--- config.mk ---
export PLATFORM = sky130hd
export DESIGN_NAME = boost_pi_ctrl
export DESIGN_NICKNAME = d
export VERILOG_FILES = /design/src/rtl/boost_pkg.sv /design/src/rtl/sat_clamp.sv /design/src/rtl/boost_pi_ctrl.sv
export SDC_FILE = /design/constraint.sdc
export NUM_CORES = 1
export LEC_CHECK = 0
export BUFFER_PORTS_ARGS = -buffer_cell sky130_fd_sc_hd__clkbuf_2
export CAP_MARGIN = 5
export CORE_MARGIN = 2
export CORE_UTILIZATION = 57
export CTS_CLUSTER_SIZE = 20
export DETAILED_ROUTE_END_ITERATION = 7
export GPL_TIMING_DRIVEN = 0
export PLACE_DENSITY = 0.85
export SLEW_MARGIN = 30
export SYNTH_ARGS = -nofsm -noshare
export SYNTH_HDL_FRONTEND = slang
export SYNTH_SLANG_ARGS = --single-unit
--- constraint.sdc ---
create_clock -name clk -period 4.28 [get_ports clk]
set_input_delay 0.856 -clock clk [delete_from_list [all_inputs] [get_ports clk]]
set_output_delay 0.856 -clock clk [all_outputs]
set_load 0.02 [all_outputs]
--- src/rtl/boost_pkg.sv ---
// Shared widths, defaults and FSM encoding for the boost PI duty controller.
package boost_pkg;

    localparam int FRAC_DEF = 8;
    localparam int ADC_W    = 12;
    localparam int DUTY_W   = 10;
    localparam int ERR_W    = 13;
    localparam int ACC_W    = 20;
    localparam int MUL_W    = 30;
    localparam int SUM_W    = 31;

    typedef enum logic [2:0] {
        S_IDLE,
        S_CAP,
        S_ERR,
        S_MUL,
        S_ACC,
        S_SUM,
        S_OUT
    } state_t;

    typedef struct packed {
        logic [ADC_W-1:0] v_ref;
        logic [ADC_W-1:0] v_meas;
    } sample_t;

endpackage

--- src/rtl/sat_clamp.sv ---
// Signed clamp of an IW-bit value to [lo, hi], truncated to OW bits (lo/hi must fit OW).
module sat_clamp #(
    parameter int IW = 31,
    parameter int OW = 20
) (
    input  logic signed [IW-1:0] x,
    input  logic signed [IW-1:0] lo,
    input  logic signed [IW-1:0] hi,
    output logic        [OW-1:0] y
);

    always_comb begin
        y = OW'(x);
        if (x < lo)
            y = OW'(lo);
        else if (x > hi)
            y = OW'(hi);
    end

endmodule

--- src/rtl/boost_pi_ctrl.sv ---
// Per-period PI update of the boost duty word: capture, error, multiply, clamped
// integrate, sum, saturate. One stage per FSM state; integrator commits only on output.
module boost_pi_ctrl
    import boost_pkg::*;
#(
    parameter logic [15:0]       KP     = 16'd256,
    parameter logic [15:0]       KI     = 16'd16,
    parameter int                FRAC   = FRAC_DEF,
    parameter logic [DUTY_W-1:0] DMIN   = 10'd0,
    parameter logic [DUTY_W-1:0] DMAX   = 10'd900,
    parameter logic [DUTY_W-1:0] D_INIT = 10'd500
) (
    input  logic              clk,
    input  logic              rst,
    input  logic              ce,
    input  logic              sample,
    input  logic [ADC_W-1:0]  v_meas,
    input  logic [ADC_W-1:0]  v_ref,
    output logic [DUTY_W-1:0] d_out,
    output logic              valid,
    output logic              busy,
    output logic              overrun
);

    localparam logic signed [SUM_W-1:0] ACC_LO  = SUM_W'(DMIN) << FRAC;
    localparam logic signed [SUM_W-1:0] ACC_HI  = SUM_W'(DMAX) << FRAC;
    localparam logic signed [SUM_W-1:0] OUT_LO  = SUM_W'(DMIN);
    localparam logic signed [SUM_W-1:0] OUT_HI  = SUM_W'(DMAX);
    localparam logic signed [ACC_W-1:0] ACC_RST = ACC_W'(int'(D_INIT) << FRAC);

    state_t                    state, state_nxt;
    logic                      sample_q, armed, trigger, commit;
    sample_t                   cap_q;
    logic signed [ERR_W-1:0]   e_q;
    logic signed [MUL_W-1:0]   p_q, i_q;
    logic signed [SUM_W-1:0]   acc_sum, u_sum, u_q;
    logic signed [ACC_W-1:0]   acc, acc_n, acc_n_q;
    logic        [DUTY_W-1:0]  d_sat;

    // armed stays low for the first cycle after reset so that a sample line
    // already high at release is seen as a level, not a fresh edge.
    assign trigger = sample & ~sample_q & ce & armed;
    assign busy    = (state != S_IDLE);

    assign acc_sum = SUM_W'(acc) + SUM_W'(i_q);
    assign u_sum   = SUM_W'(p_q) + SUM_W'(acc_n_q);

    sat_clamp #(.IW(SUM_W), .OW(ACC_W)) u_acc_clamp (
        .x  (acc_sum),
        .lo (ACC_LO),
        .hi (ACC_HI),
        .y  (acc_n)
    );

    sat_clamp #(.IW(SUM_W), .OW(DUTY_W)) u_out_clamp (
        .x  (u_q),
        .lo (OUT_LO),
        .hi (OUT_HI),
        .y  (d_sat)
    );

    always_comb begin
        state_nxt = state;
        commit    = 1'b0;
        if (!ce) begin
            state_nxt = S_IDLE;
        end else begin
            case (state)
                S_IDLE:  if (trigger) state_nxt = S_CAP;
                S_CAP:   state_nxt = S_ERR;
                S_ERR:   state_nxt = S_MUL;
                S_MUL:   state_nxt = S_ACC;
                S_ACC:   state_nxt = S_SUM;
                S_SUM:   state_nxt = S_OUT;
                S_OUT: begin
                    commit    = 1'b1;
                    state_nxt = S_IDLE;
                end
                default: state_nxt = S_IDLE;
            endcase
        end
    end

    always_ff @(posedge clk) begin
        if (rst) begin
            state    <= S_IDLE;
            sample_q <= 1'b0;
            armed    <= 1'b0;
            overrun  <= 1'b0;
            valid    <= 1'b0;
            d_out    <= D_INIT;
            acc      <= ACC_RST;
        end else begin
            state    <= state_nxt;
            sample_q <= sample;
            armed    <= 1'b1;
            valid    <= commit;
            if (trigger && busy)
                overrun <= 1'b1;
            if (commit) begin
                d_out <= d_sat;
                acc   <= acc_n_q;
            end
        end
    end

    // Datapath stages carry no reset; each is written before it is consumed.
    always_ff @(posedge clk) begin
        if (ce) begin
            case (state)
                S_CAP: begin
                    cap_q.v_ref  <= v_ref;
                    cap_q.v_meas <= v_meas;
                end
                S_ERR: e_q <= $signed({1'b0, cap_q.v_ref}) - $signed({1'b0, cap_q.v_meas});
                S_MUL: begin
                    p_q <= MUL_W'($signed({1'b0, KP})) * MUL_W'(e_q);
                    i_q <= MUL_W'($signed({1'b0, KI})) * MUL_W'(e_q);
                end
                S_ACC: acc_n_q <= acc_n;
                S_SUM: u_q     <= u_sum >>> FRAC;
                default: ;
            endcase
        end
    end

endmodule

==> summary.md <==
| Metric | Value |
|---|---|
| Crit path to | `acc_n_q[10]` |
| Worst-case reg-to-reg path depth | `9` |
| Pwr/cell area | `388.0 nW/um^2` |
| Worst Skew | `0.01019 ns` |
| Max VDD drop | `0.0003138 V` |
| FF+latch count, synth | `between 100 and 150` |
| Global route overflow | `0` |
| Crit-path slowest cell | `o311ai_1` |
| R2R Path Start | `i_q[5]` |
| Status | `finished clean` |
| Routed WL | `~12000 um` |
| Post-synth EDFFs | `84` |
| Via/cell ratio | `5.735` |
| Async set-reset flop share out of synthesis | `0%` |
| Cell count after synthesis | `543` |
| Cts hold-fix bufs | `0` |
| Setup violations, final | `0` |
| Post_cts resized | `0` |
| Endpoints failing hold | `0` |
| Avg WL per Cell | `15.95 um` |
| FMAX | `between 200 and 300 MHz` |
| Post-synth cell types | `64` |
| Clock buffer depth | `2` |
| Sequential fraction of the synthesis area | `54.72%` |
| Die height | `around 110 um` |
| CP Class | `reg -> reg` |
| Maxcap violations | `0` |
| H-tree Lvls | `4` |
| Final net count | `678` |
| Worst slew pin tran | `0.9542 ns` |
| Clock transition at the registers of the reported paths | `0.06 ns` |
| Root Buffer | `clkbuf_8` |
| Placer Congestion | `0.8989` |
| Post-detailed-route count of antenna-violating nets | `0` |
| Worst Hold Depth | `0` |
| Initial core utilization | `58.29%` |
| Commonest non-fill, non-tap cell in the layout | `edfxtp_1` |
| Total GRT Usage | `22.83%` |
| CP Max Fanout | `3` |
| Final slew viol count | `0` |
| Most used DFF post-synth | `edfxtp_1` |
| Largest net degree at the start of global routing | `17` |
| Most frequent cells in the layout | `edfxtp_1 (84), nand2_1 (66), a21oi_1 (41), ha_1 (41), clkbuf_2 (40)` |
| Iter 0 DRT Violations | `204` |
| Critical Path RT | `approximately 4.5 ns` |
| Setup TNS Final | `0 ns` |
| Clk_lat worst skew | `0.52 ns` |
| Num CTS Buffers | `17` |
| Global-route wire length before repair | `19820 um` |
| R2r endpoint | `acc_n_q[10]` |
| Die ar. | `11300 sq um` |
| Core Area | `between 10000 and 15000 sq um` |
| Min cycle time layout | `3.374 ns` |
| Fin Hold WS | `0.4180 ns` |
| YS warnings | `0` |
| Ant diodes | `0` |
| Share of layout cells above drive strength 1 | `15.51%` |
| Setup crit end kind | `flip-flop` |
| Number of global-route vias before repair | `roughly 4300` |
| Initial antenna violation count | `0` |
| Leak | `2.765 nW` |
| CTS tree | `built` |
| Startpoint types | `flip-flop` |
| # IOs | `41` |
| DIE WIDTH | `106.3 um` |
| Slew headroom | `36.09%` |
| HP Class | `reg -> reg` |
| Num rows | `37` |
| Reg2reg setup slack | `between 0.9 and 1 ns` |
| Syn_area_per_cell | `10.98 sq um` |
| Final period utilization | `78.83%` |
| Worst EP arrival | `3.64 ns` |
| DR vias | `4330` |
| RSZ-0062 raised after global routing | `false` |
| CP peak stage delay | `0.58 ns` |
| Cell Area, Synth | `5963 sq um` |
| Critical-path cell list | `ha_1 > a211oi_1 > o21ai_1 > a2111oi_0 > nor2_1 > mux2i_1 > o311ai_1 > a21oi_1 > o31a_1` |
| CTS sink cnt | `121` |
| Residual DRC | `0` |
| CP startpoint | `i_q[5]` |
| DRT Pass-1 Iters | `5` |
| Count of buffers from port buffering | `40` |
| Dpl hpwl | `8910 um` |
| Post-CTS Setup Bufs | `0` |
| Area grow syn2layout | `17.23%` |
==> cell type report <==
type | count | area [sq um]
flip-flops and latches | 121 | 3263
clock inverters | 8 | 77.57
inverters | 33 | 123.9
clock buffers | 24 | 534.3
well taps | 136 | 170.2
fillers | 724 | 3241
repair buffers | 43 | 226.5
multi-input cells | 377 | 2530
plain buffers | 13 | 65.06
==> routing by layer <==
| layer | global-route usage (%) | share of wire [%] |
|---|---|---|
| met1 | 26.57 | 41 |
| met3 | 4.966 | 5.1 |
| met4 | 9.117 | 2.0 |
| met5 | 0 | 0 |
| met2 | 40.84 | 52 |
==> flip-flops by register name, indices dropped and copies added, names as in the netlist <==
register,count
i_q,13
cap_q,24
acc,20
d_out,10
armed,1
sample_q,1
e_q,13
u_q,14
acc_n_q,20
valid,1
overrun,1
state,3
==> critical path, delay by kind of cell (launching register included) <==
kind,cells,cell delay [ns]
compound gates,6,1.99
fa+ha+maj,1,0.33
flops,1,0.46
mux,1,0.18
simple gates,1,0.16
==> cells by family after synthesis <==
logic type      after synthesis  synth area share, %
simple gates                188                15.42
flops                       121                54.72
compound gates              111                12.21
buf+inv                      46                3.168
fa+ha+maj                    44                9.610
xor+xnor                     29                4.259
mux                           3               0.5455
other cells                   1              0.06289
==> synthesized netlist by cell type, types with 3 or more instances <==
master,count,area (sq um)
a21o_1,9,67.56
a221o_1,3,30.03
nor3_1,14,70.07
xnor2_1,19,166.4
nand2b_1,8,50.05
or2_2,5,31.28
o21ai_0,13,65.06
a31oi_1,7,43.79
nand3_1,11,55.05
clkbuf_1,10,37.54
o21ai_1,7,35.03
edfxtp_1,84,2522
nor4_1,6,37.54
o31ai_1,3,22.52
or3_1,7,43.79
nor2_1,42,157.7
a211oi_1,3,22.52
dfxtp_1,37,740.7
a31o_2,3,26.28
nor2b_1,6,37.54
nand4_1,5,31.28
a21oi_1,41,205.2
a22oi_1,3,22.52
nand2_1,66,247.7
fa_1,3,60.06
ha_1,41,513.0
xor2_1,10,87.58
inv_1,32,120.1
==> where the power goes <==
group	total (mW)	internal [mW]	switching, mW
Sequential	1.25	1.24	0.00110
Combinational	0.0318	0.0147	0.0171
Clock	1.43	0.921	0.513
==> worst min-delay path by stage <==
stage,startpoint,to,slack [ns]
global placement,e_q[1],i_q[5],0.40
floorplan,e_q[6],i_q[10],0.40
global route,e_q[10],i_q[14],0.42
detailed placement,e_q[7],i_q[11],0.41
CTS,e_q[7],i_q[11],0.42
finish,e_q[7],i_q[11],0.42
==> stage by stage <==
step	setup WS [ns]	utilization, %	total power, mW	cells	instance area (sq um)
after floorplan	1.244	-	1.284	544	5967
after global placement	0.6665	61.94	1.299	720	6337
after detailed placement	0.9313	62.35	1.302	723	6379
after CTS	0.8991	68.33	2.717	755	6990
after global routing	0.6633	68.33	2.782	755	6990
final	0.9059	68.33	2.712	755	6990
No activity file was read; power rests on OpenSTA's default activity.
